**src/rtl/mips16_pkg.sv**
```systemverilog
// Shared encodings for the mips16 data-memory path: owner ids, arbiter
// states and default memory geometry.
package mips16_pkg;

  typedef enum logic {
    OWN_CPU  = 1'b0,
    OWN_HOST = 1'b1
  } owner_e;

  typedef enum logic {
    ST_IDLE      = 1'b0,
    ST_HOST_LOCK = 1'b1
  } arb_state_e;

  localparam int DMEM_AW = 8;
  localparam int DMEM_DW = 16;

endpackage

```
**src/rtl/dmem_arbiter_if.sv**
```systemverilog
// CPU, host and memory-side signals of the data-memory arbiter.
// slave = arbiter view, master = requesters/memory view.
interface dmem_arbiter_if #(
  parameter int AW = mips16_pkg::DMEM_AW,
  parameter int DW = mips16_pkg::DMEM_DW
);
  logic          cpu_req;
  logic          cpu_we;
  logic [AW-1:0] cpu_addr;
  logic [DW-1:0] cpu_wdata;
  logic          cpu_gnt;
  logic          cpu_stall;
  logic          cpu_rvalid;
  logic [DW-1:0] cpu_rdata;

  logic          host_req;
  logic          host_we;
  logic          host_lock;
  logic [AW-1:0] host_addr;
  logic [DW-1:0] host_wdata;
  logic          host_gnt;
  logic          host_rvalid;
  logic [DW-1:0] host_rdata;
  logic          lock_active;

  logic          mem_en;
  logic          mem_we;
  logic [AW-1:0] mem_addr;
  logic [DW-1:0] mem_wdata;
  logic [DW-1:0] mem_rdata;

  modport slave (
    input  cpu_req, cpu_we, cpu_addr, cpu_wdata,
    output cpu_gnt, cpu_stall, cpu_rvalid, cpu_rdata,
    input  host_req, host_we, host_lock, host_addr, host_wdata,
    output host_gnt, host_rvalid, host_rdata, lock_active,
    output mem_en, mem_we, mem_addr, mem_wdata,
    input  mem_rdata
  );

  modport master (
    output cpu_req, cpu_we, cpu_addr, cpu_wdata,
    input  cpu_gnt, cpu_stall, cpu_rvalid, cpu_rdata,
    output host_req, host_we, host_lock, host_addr, host_wdata,
    input  host_gnt, host_rvalid, host_rdata, lock_active,
    input  mem_en, mem_we, mem_addr, mem_wdata,
    output mem_rdata
  );

endinterface

```
**src/rtl/dmem_arbiter_rr_arb2.sv**
```systemverilog
// Two-way round-robin pick: bit 0 = CPU, bit 1 = host; on a tie the
// requester that did not win last time is granted.
module rr_arb2
  import mips16_pkg::*;
(
  input  logic [1:0] req,
  input  owner_e     last,
  output logic [1:0] gnt
);

  always_comb begin
    gnt = 2'b00;
    if (req[0] && (!req[1] || last == OWN_HOST)) gnt[0] = 1'b1;
    else if (req[1])                              gnt[1] = 1'b1;
  end

endmodule

```
**src/rtl/dmem_arbiter.sv**
```systemverilog
// Single-port data-memory arbiter between the CPU LW/SW port and the host
// debug port: round-robin grant, bounded host lock, 1-cycle read return.
module dmem_arbiter
  import mips16_pkg::*;
#(
  parameter int AW       = DMEM_AW,
  parameter int DW       = DMEM_DW,
  parameter int LOCK_MAX = 8
) (
  input logic           clk,
  input logic           rst,
  dmem_arbiter_if.slave bus
);

  localparam int CW = $clog2(LOCK_MAX + 1);

  arb_state_e    state_q, state_d;
  owner_e        last_q, last_d;
  logic [CW-1:0] lock_cnt_q, lock_cnt_d;
  logic          relock_blk_q, relock_blk_d;
  logic          rd_pending_q, rd_pending_d;
  owner_e        rd_owner_q, rd_owner_d;
  logic [DW-1:0] cpu_rdata_q, cpu_rdata_d;
  logic [DW-1:0] host_rdata_q, host_rdata_d;

  logic [1:0]    rr_gnt;
  logic          cpu_gnt, host_gnt;
  logic          cpu_rvalid, host_rvalid;
  logic [CW-1:0] cnt_inc;

  rr_arb2 u_rr (
    .req  ({bus.host_req, bus.cpu_req}),
    .last (last_q),
    .gnt  (rr_gnt)
  );

  // While locked the host wins outright; the CPU only gets the idle slot.
  always_comb begin
    cpu_gnt  = rr_gnt[0];
    host_gnt = rr_gnt[1];
    if (state_q == ST_HOST_LOCK) begin
      host_gnt = bus.host_req;
      cpu_gnt  = bus.cpu_req & ~bus.host_req;
    end
  end

  assign cnt_inc = lock_cnt_q + 1'b1;

  always_comb begin
    state_d      = state_q;
    lock_cnt_d   = lock_cnt_q;
    last_d       = last_q;
    relock_blk_d = relock_blk_q;
    if (cpu_gnt)  last_d = OWN_CPU;
    if (host_gnt) last_d = OWN_HOST;
    if (cpu_gnt || !bus.cpu_req) relock_blk_d = 1'b0;
    if (state_q == ST_IDLE) begin
      if (host_gnt && bus.host_lock && !relock_blk_q) begin
        state_d    = ST_HOST_LOCK;
        lock_cnt_d = CW'(1);
      end
    end else begin
      if (!bus.host_req || !bus.host_lock) begin
        state_d    = ST_IDLE;
        lock_cnt_d = '0;
      end else if (cnt_inc == CW'(LOCK_MAX)) begin
        // Forced release: hold off re-locking until the CPU gets a turn.
        state_d      = ST_IDLE;
        lock_cnt_d   = '0;
        relock_blk_d = 1'b1;
      end else begin
        lock_cnt_d = cnt_inc;
      end
    end
  end

  // Read return: owner captured at grant, data taken from memory next cycle.
  always_comb begin
    rd_pending_d = (cpu_gnt & ~bus.cpu_we) | (host_gnt & ~bus.host_we);
    rd_owner_d   = rd_owner_q;
    if (rd_pending_d) rd_owner_d = host_gnt ? OWN_HOST : OWN_CPU;
    cpu_rvalid   = rd_pending_q & (rd_owner_q == OWN_CPU);
    host_rvalid  = rd_pending_q & (rd_owner_q == OWN_HOST);
    cpu_rdata_d  = cpu_rvalid  ? bus.mem_rdata : cpu_rdata_q;
    host_rdata_d = host_rvalid ? bus.mem_rdata : host_rdata_q;
  end

  always_ff @(posedge clk or posedge rst) begin
    if (rst) begin
      state_q      <= ST_IDLE;
      last_q       <= OWN_HOST;
      lock_cnt_q   <= '0;
      relock_blk_q <= 1'b0;
      rd_pending_q <= 1'b0;
      rd_owner_q   <= OWN_CPU;
      cpu_rdata_q  <= '0;
      host_rdata_q <= '0;
    end else begin
      state_q      <= state_d;
      last_q       <= last_d;
      lock_cnt_q   <= lock_cnt_d;
      relock_blk_q <= relock_blk_d;
      rd_pending_q <= rd_pending_d;
      rd_owner_q   <= rd_owner_d;
      cpu_rdata_q  <= cpu_rdata_d;
      host_rdata_q <= host_rdata_d;
    end
  end

  assign bus.cpu_gnt     = cpu_gnt;
  assign bus.host_gnt    = host_gnt;
  assign bus.cpu_stall   = bus.cpu_req & ~cpu_gnt;
  assign bus.cpu_rvalid  = cpu_rvalid;
  assign bus.host_rvalid = host_rvalid;
  assign bus.cpu_rdata   = cpu_rdata_d;
  assign bus.host_rdata  = host_rdata_d;
  assign bus.lock_active = (state_q == ST_HOST_LOCK);

  always_comb begin
    bus.mem_en    = cpu_gnt | host_gnt;
    bus.mem_we    = 1'b0;
    bus.mem_addr  = '0;
    bus.mem_wdata = '0;
    if (cpu_gnt) begin
      bus.mem_we    = bus.cpu_we;
      bus.mem_addr  = bus.cpu_addr;
      bus.mem_wdata = bus.cpu_wdata;
    end else if (host_gnt) begin
      bus.mem_we    = bus.host_we;
      bus.mem_addr  = bus.host_addr;
      bus.mem_wdata = bus.host_wdata;
    end
  end

endmodule

```
**src/flat_wrapper.sv**
```systemverilog
// flat-port wrapper written by rule: the top's interface ports become plain ports
module dmem_arbiter_flat import mips16_pkg::*;
#(
  parameter int AW       = DMEM_AW,
  parameter int DW       = DMEM_DW,
  parameter int LOCK_MAX = 8
)
  (clk, rst, bus_cpu_req, bus_cpu_we, bus_cpu_addr, bus_cpu_wdata, bus_cpu_gnt, bus_cpu_stall, bus_cpu_rvalid, bus_cpu_rdata, bus_host_req, bus_host_we, bus_host_lock, bus_host_addr, bus_host_wdata, bus_host_gnt, bus_host_rvalid, bus_host_rdata, bus_lock_active, bus_mem_en, bus_mem_we, bus_mem_addr, bus_mem_wdata, bus_mem_rdata);
  dmem_arbiter_if #(.AW(AW), .DW(DW)) bus_i ();
  input logic clk;
  input logic rst;
  input wire logic [$bits(bus_i.cpu_req)-1:0] bus_cpu_req;
  input wire logic [$bits(bus_i.cpu_we)-1:0] bus_cpu_we;
  input wire logic [$bits(bus_i.cpu_addr)-1:0] bus_cpu_addr;
  input wire logic [$bits(bus_i.cpu_wdata)-1:0] bus_cpu_wdata;
  output wire logic [$bits(bus_i.cpu_gnt)-1:0] bus_cpu_gnt;
  output wire logic [$bits(bus_i.cpu_stall)-1:0] bus_cpu_stall;
  output wire logic [$bits(bus_i.cpu_rvalid)-1:0] bus_cpu_rvalid;
  output wire logic [$bits(bus_i.cpu_rdata)-1:0] bus_cpu_rdata;
  input wire logic [$bits(bus_i.host_req)-1:0] bus_host_req;
  input wire logic [$bits(bus_i.host_we)-1:0] bus_host_we;
  input wire logic [$bits(bus_i.host_lock)-1:0] bus_host_lock;
  input wire logic [$bits(bus_i.host_addr)-1:0] bus_host_addr;
  input wire logic [$bits(bus_i.host_wdata)-1:0] bus_host_wdata;
  output wire logic [$bits(bus_i.host_gnt)-1:0] bus_host_gnt;
  output wire logic [$bits(bus_i.host_rvalid)-1:0] bus_host_rvalid;
  output wire logic [$bits(bus_i.host_rdata)-1:0] bus_host_rdata;
  output wire logic [$bits(bus_i.lock_active)-1:0] bus_lock_active;
  output wire logic [$bits(bus_i.mem_en)-1:0] bus_mem_en;
  output wire logic [$bits(bus_i.mem_we)-1:0] bus_mem_we;
  output wire logic [$bits(bus_i.mem_addr)-1:0] bus_mem_addr;
  output wire logic [$bits(bus_i.mem_wdata)-1:0] bus_mem_wdata;
  input wire logic [$bits(bus_i.mem_rdata)-1:0] bus_mem_rdata;
  assign bus_i.cpu_req = bus_cpu_req;
  assign bus_i.cpu_we = bus_cpu_we;
  assign bus_i.cpu_addr = bus_cpu_addr;
  assign bus_i.cpu_wdata = bus_cpu_wdata;
  assign bus_cpu_gnt = bus_i.cpu_gnt;
  assign bus_cpu_stall = bus_i.cpu_stall;
  assign bus_cpu_rvalid = bus_i.cpu_rvalid;
  assign bus_cpu_rdata = bus_i.cpu_rdata;
  assign bus_i.host_req = bus_host_req;
  assign bus_i.host_we = bus_host_we;
  assign bus_i.host_lock = bus_host_lock;
  assign bus_i.host_addr = bus_host_addr;
  assign bus_i.host_wdata = bus_host_wdata;
  assign bus_host_gnt = bus_i.host_gnt;
  assign bus_host_rvalid = bus_i.host_rvalid;
  assign bus_host_rdata = bus_i.host_rdata;
  assign bus_lock_active = bus_i.lock_active;
  assign bus_mem_en = bus_i.mem_en;
  assign bus_mem_we = bus_i.mem_we;
  assign bus_mem_addr = bus_i.mem_addr;
  assign bus_mem_wdata = bus_i.mem_wdata;
  assign bus_i.mem_rdata = bus_mem_rdata;
  dmem_arbiter #(.AW(AW), .DW(DW), .LOCK_MAX(LOCK_MAX)) u_core (.clk(clk), .rst(rst), .bus(bus_i));
endmodule
```
**config.mk**
```make
export PLATFORM = sky130hd
export DESIGN_NAME = dmem_arbiter_flat
export DESIGN_NICKNAME = d
export VERILOG_FILES = /design/src/rtl/mips16_pkg.sv /design/src/rtl/dmem_arbiter_if.sv /design/src/rtl/dmem_arbiter_rr_arb2.sv /design/src/rtl/dmem_arbiter.sv /design/src/flat_wrapper.sv
export SDC_FILE = /design/constraint.sdc
export NUM_CORES = 1
export LEC_CHECK = 0
export CAP_MARGIN = 15
export CORE_ASPECT_RATIO = 1.4
export CORE_MARGIN = 10
export CORE_UTILIZATION = 35
export DETAILED_ROUTE_END_ITERATION = 12
export PLACE_DENSITY = 0.8
export SLEW_MARGIN = 20
export SYNTH_ARGS = -nofsm -noshare
export SYNTH_HDL_FRONTEND = slang
export SYNTH_SLANG_ARGS = --single-unit
```
**constraint.sdc**
```tcl
create_clock -name clk -period 1.78 [get_ports clk]
set_input_delay 0.267 -clock clk [delete_from_list [all_inputs] [get_ports clk]]
set_output_delay 0.267 -clock clk [all_outputs]
set_load 0.01 [all_outputs]
```
* Yosys cells after proc, flatten, opt, wreduce, memory -nomap -nowiden
Cells that the tools add are included.
** Word-level totals
- Register bits after elaboration :: 41
- Output and inout bits :: 64
- Bits of input ports :: 71
** Cells by class
- Add/subtract/negate cells :: 1
- Equal/unequal tests :: 1
- Bitwise gates (word level) :: 13
- Reduce and logical (&&, ||, !) cells :: 12
- Multiplexer cells :: 28
** Operators with widths (count)
- 16-bit 2-to-1 mux :: 4
- 1-bit 2-to-1 mux :: 18
- 4-bit 2-to-1 mux :: 4
- 8-bit 2-to-1 mux :: 2
- 1-bit bitwise AND :: 6
- 1-bit NOT :: 5
- 4-bit by 1-bit adder with 4-bit output, second input constant :: 1
- 4-bit equality test, second input constant :: 1
- 1-bit logical NOT :: 4
- 2-bit nonzero test :: 2
- 1-bit logical AND :: 3
- 1-bit logical OR :: 3
- 1-bit OR :: 2

* Longest topological paths before layout
- Depth in word-level cells :: 10
- Gate-level depth with buffers :: 5

* Modules after synthesis
From an unflattened synthesis, not the netlist that was laid out.
** Second synthesis, totals
- Cells, all modules :: 210
- Area, all modules :: 2163.3 µm²
** By module, submodules not included
- dmem_arbiter :: area an instance 2144.6 µm², instances 1, cells an instance 207, sequential area each 1027.2 µm²
- rr_arb2 :: area an instance 18.8 µm², instances 1, cells an instance 3, sequential area each 0.0 µm²

* Worst setup path after synthesis
Ideal clock, no wire load.
- Path kind :: flip-flop to output port
- Start :: reg u_core.last_q
- End :: out bus_mem_wdata[10]
- Slack :: 197 ps
- Path buffers :: 2
- Stages on the path, launching flop included :: 6
- Arrival time :: 1316 ps
- Cell sequence :: dfstp_2 nand3b_1 and2_4 buf_6 buf_6 a22o_1
** Between the ends
- Cells in the longest elaborated chain, start to end :: 6
- Elaborated cells between the ends (all ways) :: 8
** RTL lines
- start, declared :: line dmem_arbiter.sv:18 : owner_e last_q, last_d;
- start signal, assigned :: line dmem_arbiter.sv:100 : last_q <= last_d;
- 1-bit logical OR :: line dmem_arbiter_rr_arb2.sv:13 : if (req[0] && (!req[1] || last == OWN_HOST)) gnt[0] = 1'b1;
- 1-bit logical AND :: line dmem_arbiter_rr_arb2.sv:13
- 1-bit 2-to-1 mux :: line dmem_arbiter_rr_arb2.sv:13
- 1-bit 2-to-1 mux :: line dmem_arbiter.sv:41 : if (state_q == ST_HOST_LOCK) begin
- via bus_host_gnt :: line flat_wrapper.sv:25 : output wire logic [$bits(bus_i.host_gnt)-1:0] bus_host_gnt;
- 16-bit 2-to-1 mux :: line dmem_arbiter.sv:128 : end else if (host_gnt) begin
- 16-bit 2-to-1 mux :: line dmem_arbiter.sv:124 : if (cpu_gnt) begin
- end, declared :: line flat_wrapper.sv:32 : output wire logic [$bits(bus_i.mem_wdata)-1:0] bus_mem_wdata;
The timed path passes the listed nets, and every way through them passes these cells.

* Worst setup path in the final report
- Start :: reg u_core.last_q
- End :: out bus_mem_wdata[0]
** Between the ends
- Cells in the longest elaborated chain, start to end :: 6
- Elaborated cells between the ends (all ways) :: 8
** RTL lines (line)
- 1-bit logical OR (*) :: dmem_arbiter_rr_arb2.sv:13
- 1-bit logical AND (*) :: dmem_arbiter_rr_arb2.sv:13
- 1-bit 2-to-1 mux :: dmem_arbiter_rr_arb2.sv:13
- 1-bit 2-to-1 mux :: dmem_arbiter.sv:41
- 16-bit 2-to-1 mux :: dmem_arbiter.sv:128
- 16-bit 2-to-1 mux (*) :: dmem_arbiter.sv:124
Every way passes the cells marked *; elsewhere a longest branch is shown, timed or not.

==> flow_metrics.tcl <==
set metrics [dict create \
    finalSetupViolations 42 \
    grt_max_degree 42 \
    postSynthAreaPerCell_um2 13.32 \
    routed_wirelength_um 7654 \
    diodes 0 \
    place_ws_ns -0.4768 \
    clkLatencyLatePin_ns 0.29 \
    synth_commonest_cells "dfrtp_1 (40), a22o_1 (28), mux2_2 (23)" \
    busiest_layer "met2" \
    place_congestion 0.8151 \
    leakage_nw 1.961 \
    critPathKind "flip-flop to output port" \
    synth_seq_cells 41 \
    worst_pin_slew_ns 0.3293 \
    ioPinCount 135 \
    synth.most_common_cell "dfrtp_1" \
    period_minus_slack_ns 1.989 \
    power_per_cell_area_mw_per_mm2 1036 \
    clkTransAtPathRegs_ns 0.08 \
    die_x_um 83.22 \
    slew-limit-headroom_pct 77.94 \
    synth.top_cell.area_share_pct 51.12 \
    multi_input_area_um2 984.7 \
    track_usage_pct 15.37 \
    fin_hold_ws_ns 0.2959 \
    area_growth_pct 107.0 \
    worstHoldPathType "primary input to asynchronous set/reset pin" \
    dieArea_mm2 0.009029 \
    grt_antenna_before_repair 0 \
    grt_use_met3_pct 9.631 \
    cp-end-kind "output port" \
    dp_hpwl_um 5554 \
    yosys-top-cells-area "dfrtp_1 (51%), mux2_2 (13%), a22o_1 (13%)" \
    grt_pass1_wl_um 11320 \
    drcViolationCount 0 \
    fin_ws_ns -0.2090 \
    dieHeight_um 108.5 \
    status "finished with violations" \
    vias 1975 \
    met1_usage_pct 15.29 \
    drtIter0Drc 49 \
    ys_types 29 \
    dr.pass1.iters 4 \
    filler_cell_count 363 \
    numCtsBuffers 5 \
    ys_seq_area_share_pct 52.46 \
    seq_area_mm2 0.001028 \
    grt_setup_unrepaired "true" \
    drv_cap 0 \
    p_total_mw 4.201 \
    ys_async_sr_fraction_pct 100.0 \
    clock_sinks 41 \
    gr-total-overflow 0 \
    num_rows 32 \
    fp.coreArea_mm2 0.005485 \
    finalHoldViolations 0 \
    ir_worst_vdd_mv 0.4235 \
    netlist_area_mm2 0.001958 \
    critPathRequiredTime_ns 1.51 \
    fmax_mhz 502.8 \
    detail_route.wl_per_cell_um 19.38 \
    met2_usage_pct 25.72 \
    syn-num-nets 219 \
    syn_inst 147 \
    port_buffers 134 \
    ant_nets 0 \
    drive_gt1_share_pct 47.09 \
    fin_nets 398 \
    cp_max_fo 8 \
    synth_ff_type "dfrtp_1" \
    violations "setup timing" \
    yosysTopAreaCell "dfrtp_1" \
    synth_edf_count 0 \
    tritoncts "built" \
    ys_warn_count 0 \
    skew_ns 0.005599 \
    start_util_pct 35.70 \
    drv_slew 0 \
    grt_pass1_vias 2185 \
    cp-start-kind "flip-flop" \
    finalCritPeriodShare_pct 111.7 \
    htree_levels 2 \
    drt-vias-per-instance 5.000 \
    root_buffer "clkbuf_8" \
    clock_path_buffers 2 \
    arrival_ns 1.72 \
]
-- where the power goes --
part	internal (mW)	switching (mW)	total, mW
registers	1.23	0.115	1.34
logic	1.46	0.828	2.29
clock network	0.275	0.300	0.575
total	2.96	1.24	4.20
-- routing by layer --
layer	up-vias	wire, µm
li1	914	-
met1	932	2690
met2	120	3829
met3	9	1015
met4	0	119
met5	-	0
-- area by class of cell --
class,count,share of cell area (%)
Inverter,5,0.4630
Timing Repair Buffer,181,45.77
Clock inverter,1,0.1235
Sequential cell,41,25.37
Clock buffer,7,1.883
Tap cell,68,2.099
Multi-Input combinational cell,92,24.29
-- timing repair --
action,CTS,global route
endpoints found under the setup margin,63,58
gates cloned,0,3
resized for setup,304,49
setup buffers,17,13
pin swaps,2,23
hold buffers,0,0
-- state kept, by name (all words and copies together), names as in the netlist --
signal	count
u_core.cpu_rdata_q	16
u_core.last_q	1
u_core.bus.lock_active	1
u_core.relock_blk_q	1
u_core.lock_cnt_q	4
u_core.rd_owner_q	1
u_core.host_rdata_q	16
u_core.rd_pending_q	1
-- worst max-delay path, stage by stage (launching register included) --
cell and delay, ns:
dfstp_2 0.59, nand3b_1 0.12, and2_4 0.22, clkbuf_16 0.16, a22o_1 0.20, buf_2 0.14
-- cell families after synthesis --
family	share of synthesized area, %
compound gates	18.02
buf+inv	4.600
fa+ha+maj	0.6389
simple gates	5.879
mux	18.40
flops	52.46
-- final timing paths --
check	from	endpoint	slack [ns]	cells after the start
setup / recovery	u_core.last_q	bus_mem_wdata[0]	-0.21	5
max in group asynchronous	rst	u_core.last_q	1.21	3
setup reg to reg	u_core.rd_owner_q	u_core.cpu_rdata_q[10]	0.30	6
hold / removal	rst	u_core.host_rdata_q[13]	0.30	3
min in group clk	u_core.host_rdata_q[8]	u_core.host_rdata_q[8]	0.50	1
hold reg to reg	u_core.host_rdata_q[8]	u_core.host_rdata_q[8]	0.50	1
-- cells in the final DEF, fill, tap and decap left out, types with 4 or more instances in the layout --
cell type	Yosys	routed
clkdlybuf4s50_1	0	70
inv_1	5	4
a22o_1	28	28
buf_6	3	53
clkbuf_8	0	5
buf_4	3	27
mux2_4	0	32
dlygate4sd2_1	0	4
dfrtp_1	40	39
buf_2	3	15
buf_12	0	7
-- through the flow --
stage / util (%) / TNS, ns / cell area (µm²) / std cells
2_1_floorplan: - / 0 / 1958 / 147
3_3_place_gp: 63.78 / -12.14 / 3498 / 356
3_5_place_dp: 63.78 / -13.72 / 3498 / 356
4_1_cts: 67.20 / -5.533 / 3686 / 381
5_1_grt: 73.91 / -9.143 / 4054 / 395
6_report: 73.91 / -6.079 / 4054 / 395
Power figures use the tool's default switching activity.
